## src/rtl/hamming7_pkg.sv

```systemverilog
// Shared Hamming(7,4) definitions: codeword bit positions, word types and the
// syndrome equation used by the decoder.
package hamming7_pkg;

  localparam int unsigned POS_P1 = 1;
  localparam int unsigned POS_P2 = 2;
  localparam int unsigned POS_D1 = 3;
  localparam int unsigned POS_P3 = 4;
  localparam int unsigned POS_D2 = 5;
  localparam int unsigned POS_D3 = 6;
  localparam int unsigned POS_D4 = 7;

  typedef logic [6:0] code7_t;
  typedef logic [3:0] data4_t;

  // Bit k-1 of the codeword holds position k.
  function automatic logic [2:0] syndrome_of(input code7_t c);
    logic s1;
    logic s2;
    logic s3;
    s1 = c[POS_P1-1] ^ c[POS_D1-1] ^ c[POS_D2-1] ^ c[POS_D4-1];
    s2 = c[POS_P2-1] ^ c[POS_D1-1] ^ c[POS_D3-1] ^ c[POS_D4-1];
    s3 = c[POS_P3-1] ^ c[POS_D2-1] ^ c[POS_D3-1] ^ c[POS_D4-1];
    return {s3, s2, s1};
  endfunction

endpackage

```

## src/rtl/hamming7_syndrome.sv

```systemverilog
// Combinational Hamming(7,4) syndrome and single-error correction; the
// syndrome names the flipped position directly (0 = clean).
module hamming7_syndrome
  import hamming7_pkg::*;
(
  input  code7_t     code_i,
  output logic [2:0] syndrome_o,
  output data4_t     data_o
);

  logic [2:0] syn_s;
  code7_t     fixed_s;

  // Flip the located bit, then pull the four data positions out.
  always_comb begin
    syn_s   = syndrome_of(code_i);
    fixed_s = code_i;
    if (syn_s != 3'd0) begin
      fixed_s = code_i ^ (7'd1 << (syn_s - 3'd1));
    end else begin
      fixed_s = code_i;
    end
    syndrome_o = syn_s;
    data_o     = {fixed_s[POS_D4-1], fixed_s[POS_D3-1],
                  fixed_s[POS_D2-1], fixed_s[POS_D1-1]};
  end

endmodule

```

## src/rtl/hamming7_decoder.sv

```systemverilog
// Two-stage valid/ready Hamming(7,4) decoder: S1 captures the codeword, S2
// holds the corrected data and syndrome; saturating frame/correction counters.
module hamming7_decoder
  import hamming7_pkg::*;
#(
  parameter int CNT_W = 16
) (
  input  logic             clock,
  input  logic             rst_n,
  input  logic [6:0]       code_in,
  input  logic             in_valid,
  output logic             in_ready,
  output logic [3:0]       data_out,
  output logic [2:0]       err_pos,
  output logic             err_flag,
  output logic             out_valid,
  input  logic             out_ready,
  input  logic             cnt_clear,
  output logic [CNT_W-1:0] frame_cnt,
  output logic [CNT_W-1:0] corr_cnt
);

  localparam logic [CNT_W-1:0] CNT_MAX = {CNT_W{1'b1}};
  localparam logic [CNT_W-1:0] CNT_ONE = {{(CNT_W-1){1'b0}}, 1'b1};

  logic             s1_valid_q, s1_valid_d;
  code7_t           s1_code_q, s1_code_d;
  logic             s2_valid_q, s2_valid_d;
  data4_t           s2_data_q, s2_data_d;
  logic [2:0]       s2_pos_q, s2_pos_d;
  logic             s2_flag_q, s2_flag_d;
  logic [CNT_W-1:0] frame_q, frame_d;
  logic [CNT_W-1:0] corr_q, corr_d;

  logic       s2_load_s;
  logic       s1_load_s;
  logic       accept_s;
  logic       xfer_s;
  logic [2:0] syn_s;
  data4_t     fix_data_s;

  hamming7_syndrome u_syndrome (
    .code_i     (s1_code_q),
    .syndrome_o (syn_s),
    .data_o     (fix_data_s)
  );

  // Pipeline advance: S2 frees up on a transfer, S1 may follow into it.
  always_comb begin
    s2_load_s  = !s2_valid_q || out_ready;
    s1_load_s  = !s1_valid_q || s2_load_s;
    accept_s   = in_valid && s1_load_s;
    xfer_s     = s2_valid_q && out_ready;

    s1_valid_d = s1_load_s ? accept_s : s1_valid_q;
    s1_code_d  = accept_s ? code_in : s1_code_q;

    s2_valid_d = s2_load_s ? s1_valid_q : s2_valid_q;
    if (s2_load_s && s1_valid_q) begin
      s2_data_d = fix_data_s;
      s2_pos_d  = syn_s;
      s2_flag_d = (syn_s != 3'd0);
    end else begin
      s2_data_d = s2_data_q;
      s2_pos_d  = s2_pos_q;
      s2_flag_d = s2_flag_q;
    end
  end

  // Saturating statistics; a clear wins over a same-cycle increment.
  always_comb begin
    frame_d = frame_q;
    corr_d  = corr_q;
    if (cnt_clear) begin
      frame_d = '0;
      corr_d  = '0;
    end else if (xfer_s) begin
      frame_d = (frame_q != CNT_MAX) ? frame_q + CNT_ONE : frame_q;
      corr_d  = (s2_flag_q && corr_q != CNT_MAX) ? corr_q + CNT_ONE : corr_q;
    end else begin
      frame_d = frame_q;
      corr_d  = corr_q;
    end
  end

  // State registers with synchronous active-low reset.
  always_ff @(posedge clock) begin
    if (!rst_n) begin
      s1_valid_q <= 1'b0;
      s1_code_q  <= 7'd0;
      s2_valid_q <= 1'b0;
      s2_data_q  <= 4'd0;
      s2_pos_q   <= 3'd0;
      s2_flag_q  <= 1'b0;
      frame_q    <= '0;
      corr_q     <= '0;
    end else begin
      s1_valid_q <= s1_valid_d;
      s1_code_q  <= s1_code_d;
      s2_valid_q <= s2_valid_d;
      s2_data_q  <= s2_data_d;
      s2_pos_q   <= s2_pos_d;
      s2_flag_q  <= s2_flag_d;
      frame_q    <= frame_d;
      corr_q     <= corr_d;
    end
  end

  assign in_ready  = s1_load_s;
  assign out_valid = s2_valid_q;
  assign data_out  = s2_data_q;
  assign err_pos   = s2_pos_q;
  assign err_flag  = s2_flag_q;
  assign frame_cnt = frame_q;
  assign corr_cnt  = corr_q;

endmodule

```

## config.mk

```make
export PLATFORM = sky130hd
export DESIGN_NAME = hamming7_decoder
export DESIGN_NICKNAME = d
export VERILOG_FILES = /design/src/rtl/hamming7_pkg.sv /design/src/rtl/hamming7_syndrome.sv /design/src/rtl/hamming7_decoder.sv
export SDC_FILE = /design/constraint.sdc
export NUM_CORES = 1
export LEC_CHECK = 0
export ABC_AREA = 1
export BUFFER_PORTS_ARGS = -buffer_cell sky130_fd_sc_hd__buf_4
export CORE_MARGIN = 3
export CORE_UTILIZATION = 50
export DETAILED_ROUTE_END_ITERATION = 12
export MAX_ROUTING_LAYER = met4
export PLACE_DENSITY = 0.77
export SLEW_MARGIN = 5
export SYNTH_ARGS = -nofsm -noshare
export SYNTH_HDL_FRONTEND = slang
export SYNTH_SLANG_ARGS = --single-unit
```

## constraint.sdc

```tcl
create_clock -name clock -period 1.7 [get_ports clock]
set_input_delay 0.085 -clock clock [delete_from_list [all_inputs] [get_ports clock]]
set_output_delay 0.085 -clock clock [all_outputs]
set_load 0.02 [all_outputs]
```

==> impl_metrics.env <==
export IMPL_drc=0
export IMPL_avgSynthCellArea_um2=6.55
export IMPL_utilization_pct=68.9
export IMPL_clkTransAtPathRegs_ns=0.09
export IMPL_fin_crit_sh_pct=108
export IMPL_ys_seq_area_share_pct=36.5
export IMPL_diodes=0
export IMPL_powerDensity_mw_per_mm2=659
export IMPL_grt_util_all_layers_pct=22.0
export IMPL_slew_headroom_pct=70.1
export IMPL_grt_start_max_net_pins=27
export IMPL_wl_met1_um=2900
export IMPL_antenna_left=0
export IMPL_syn_instance_count=410
export IMPL_drt_wl_total_um=6680
export IMPL_startpoint_type="flop"
export IMPL_io_buffers=53
export IMPL_cts_htree_levels=2
export IMPL_ys_seq_elements=49
export IMPL_multi_input_area_mm2=0.00157
export IMPL_ioPinCount=54
export IMPL_final_area_mm2=0.00354
export IMPL_clk_latency_ns=0.30
export IMPL_crit_top_cell="nor2_4"
export IMPL_fmax_ghz=0.545
export IMPL_reg2reg_slack_ns=-0.14
export IMPL_syn_nets=425
export IMPL_cpMaxStageDelayCell="dfxtp_4"
export IMPL_dpl_hpwl_um=4810
export IMPL_rsz0062_at_grt="yes"
export IMPL_clock_sinks=49
export IMPL_grt_pass1_vias=2544
export IMPL_tightest_slew_ns=0.447
export IMPL_place_area_mm2=0.00334
export IMPL_grt_antenna_before_repair=0
export IMPL_violations="setup timing"
export IMPL_yosysWarnings=0
export IMPL_grt_ovfl_total=0
export IMPL_final_hold_violation_count=0
export IMPL_die_area_mm2=0.00629
export IMPL_ys_types=26
export IMPL_crit_chain="nor2_1, nor2_4, nand2_2, nand2_2, nor2_4, ha_4, nor2_4, nand2_1, o21ai_0, nand3_1, nand2_1, inv_1"
export IMPL_vias=2753
export IMPL_die_h_um=79.3
export IMPL_start_util_pct=52.3
export IMPL_hold_class="input port to flop"
export IMPL_finalMaxSlewViolations=0
export IMPL_via_per_inst=4.91
export IMPL_cp_max_fo=5
export IMPL_peakVddDrop_uv=448
export IMPL_place_ws_ns=-0.135
export IMPL_drive_gt1_share_pct=26.7
export IMPL_fill_cells=474
export IMPL_clockBufferDepth=2
export IMPL_holdBufCountCts=0
export IMPL_dr_wl_met2_um=3380
export IMPL_worstRegToRegCells=12
export IMPL_fin_skew_ns=0.00630
export IMPL_syn_cell_area_mm2=0.00269
export IMPL_tritoncts="built"
export IMPL_holdWs_ns=0.0407
export IMPL_core_area_mm2=0.00514
export IMPL_rows=26
export IMPL_firstDrtPassIters=4
export IMPL_power_mw=2.33
export IMPL_finalSetupViolCount=2
export IMPL_dr_max_layer_used="met4"
export IMPL_grt_pass1_wl_um=10900
export IMPL_holdPathStages=3
export IMPL_routedWlPerCell_um=11.9
export IMPL_outcome="finished with violations"
export IMPL_gp_congestion=0.925
export IMPL_max_stage_delay_ns=0.37
export IMPL_crit_family="simple AND/OR/NAND/NOR gates"
export IMPL_cts_root_buffer="clkbuf_8"
export IMPL_endpoint_kind="flop"
export IMPL_cp_num_cells=12
export IMPL_period_minus_slack_ns=1.84
export IMPL_syn_to_final_growth_pct=31.8
export IMPL_die_width_um=79.3
export IMPL_worst_slack_ns=-0.136
export IMPL_finalNetCount=505
export IMPL_wl_met3_um=292
export IMPL_max_cap_violations=0
export IMPL_numCtsBuffers=5
export IMPL_cellLeakagePower_nw=1.57
export IMPL_seqCellArea_um2=993
export IMPL_drt_initial_drc_count=126
export IMPL_crit_arrival_ns=2.04
export IMPL_criticalPathCategory="flop to flop"
export IMPL_path_buf_inv=1
export IMPL_critical_path_required_ns=1.91
==> layout make-up <==
| class | count | share of cell area [%] |
|---|---|---|
| multi-input combinational | 304 | 44.3 |
| sequential | 49 | 28.1 |
| timing repair buffer | 84 | 17.8 |
| inverter | 46 | 5.02 |
| tap | 70 | 2.47 |
| clock buffer | 7 | 2.16 |
| clock inverter | 1 | 0.212 |
==> cells in the final DEF (no fill, tap or decap), types with 2 or more instances in the layout <==
cell type / n
a21oi_1: 36
buf_4: 84
clkbuf_1: 2
clkbuf_8: 5
dfxtp_1: 45
dfxtp_4: 3
inv_1: 39
inv_2: 5
inv_4: 2
nand2_1: 115
nand2_2: 9
nand2_4: 2
nand3_1: 19
nand3_2: 4
nand4_1: 7
nor2_1: 45
nor2_2: 5
nor2_4: 3
nor3_1: 6
o211ai_1: 2
o21ai_0: 20
o21bai_1: 3
xnor2_1: 9
xor2_1: 11
==> state kept, by name (all words and copies together), names as in the netlist <==
name        count
corr_cnt       16
frame_cnt      16
s1_code_q       7
data_out        4
err_pos         3
err_flag        1
out_valid       1
s1_valid_q      1
==> path summary, 6_finish.rpt <==
| check | start | endpoint |
|---|---|---|
| min | code_in[3] | s1_code_q[3] |
| min reg2reg | frame_cnt[14] | frame_cnt[14] |
| max | s1_code_q[2] | data_out[2] |
| max reg2reg | s1_code_q[2] | data_out[2] |
==> cells in the mapped netlist, drive strengths merged <==
cell type | instances | share of area, %
a21boi | 1 | 0.28
a21oi | 36 | 6.7
buf | 5 | 1.4
clkbuf | 6 | 0.88
dfxtp | 49 | 37
ha | 3 | 1.4
inv | 46 | 6.4
nand2 | 126 | 18
nand3 | 24 | 4.8
nand4 | 7 | 1.6
nor2 | 53 | 7.9
nor3 | 7 | 1.5
o211ai | 2 | 0.56
o21ai | 20 | 3.7
o21bai | 3 | 0.84
or2 | 1 | 0.23
xnor2 | 10 | 3.3
xor2 | 11 | 3.6
==> report_power, final <==
part	internal, mW	total [mW]	switching, mW
Combinational	0.195	0.453	0.258
Sequential	1.18	1.21	0.0278
Clock	0.292	0.676	0.384
==> metal layers <==
layer | GRT usage [%] | vias to the layer above
met2 | 37.4 | 55
li1 | - | 1457
met5 | - | -
met3 | 4.88 | 11
met1 | 25.6 | 1230
met4 | 7.56 | 0
==> tightest hold or removal path: stages <==
cell,delay (ns)
buf_4,0.08
o21ai_0,0.07
nor2_1,0.08
==> logic make-up (layout without fill, tap and decap cells) <==
| family | after synthesis | after routing | synth area share, % |
|---|---|---|---|
| simple gates | 218 | 218 | 34.4 |
| compound gates | 62 | 62 | 12.1 |
| buf+inv | 57 | 138 | 8.71 |
| flops | 49 | 49 | 36.5 |
| xor+xnor | 21 | 21 | 6.85 |
| fa+ha+maj | 3 | 3 | 1.40 |
==> stage by stage <==
| step | TNS, ns | cells |
|---|---|---|
| 5_1_grt | -0.620 | 561 |
| 3_3_place_gp | -0.127 | 551 |
| 6_report | -0.159 | 561 |
| 4_1_cts | 0 | 559 |
| 3_5_place_dp | -0.497 | 551 |
| 2_1_floorplan | 0 | 410 |
==> repair_timing <==
action                     CTS  global route
pin swaps                    4            12
setup endpoints to repair    6            16
gates cloned                 0             0
gates resized for setup     13            19
buffers inserted             0             2
Note: power is estimated with default switching activity, not from simulation.
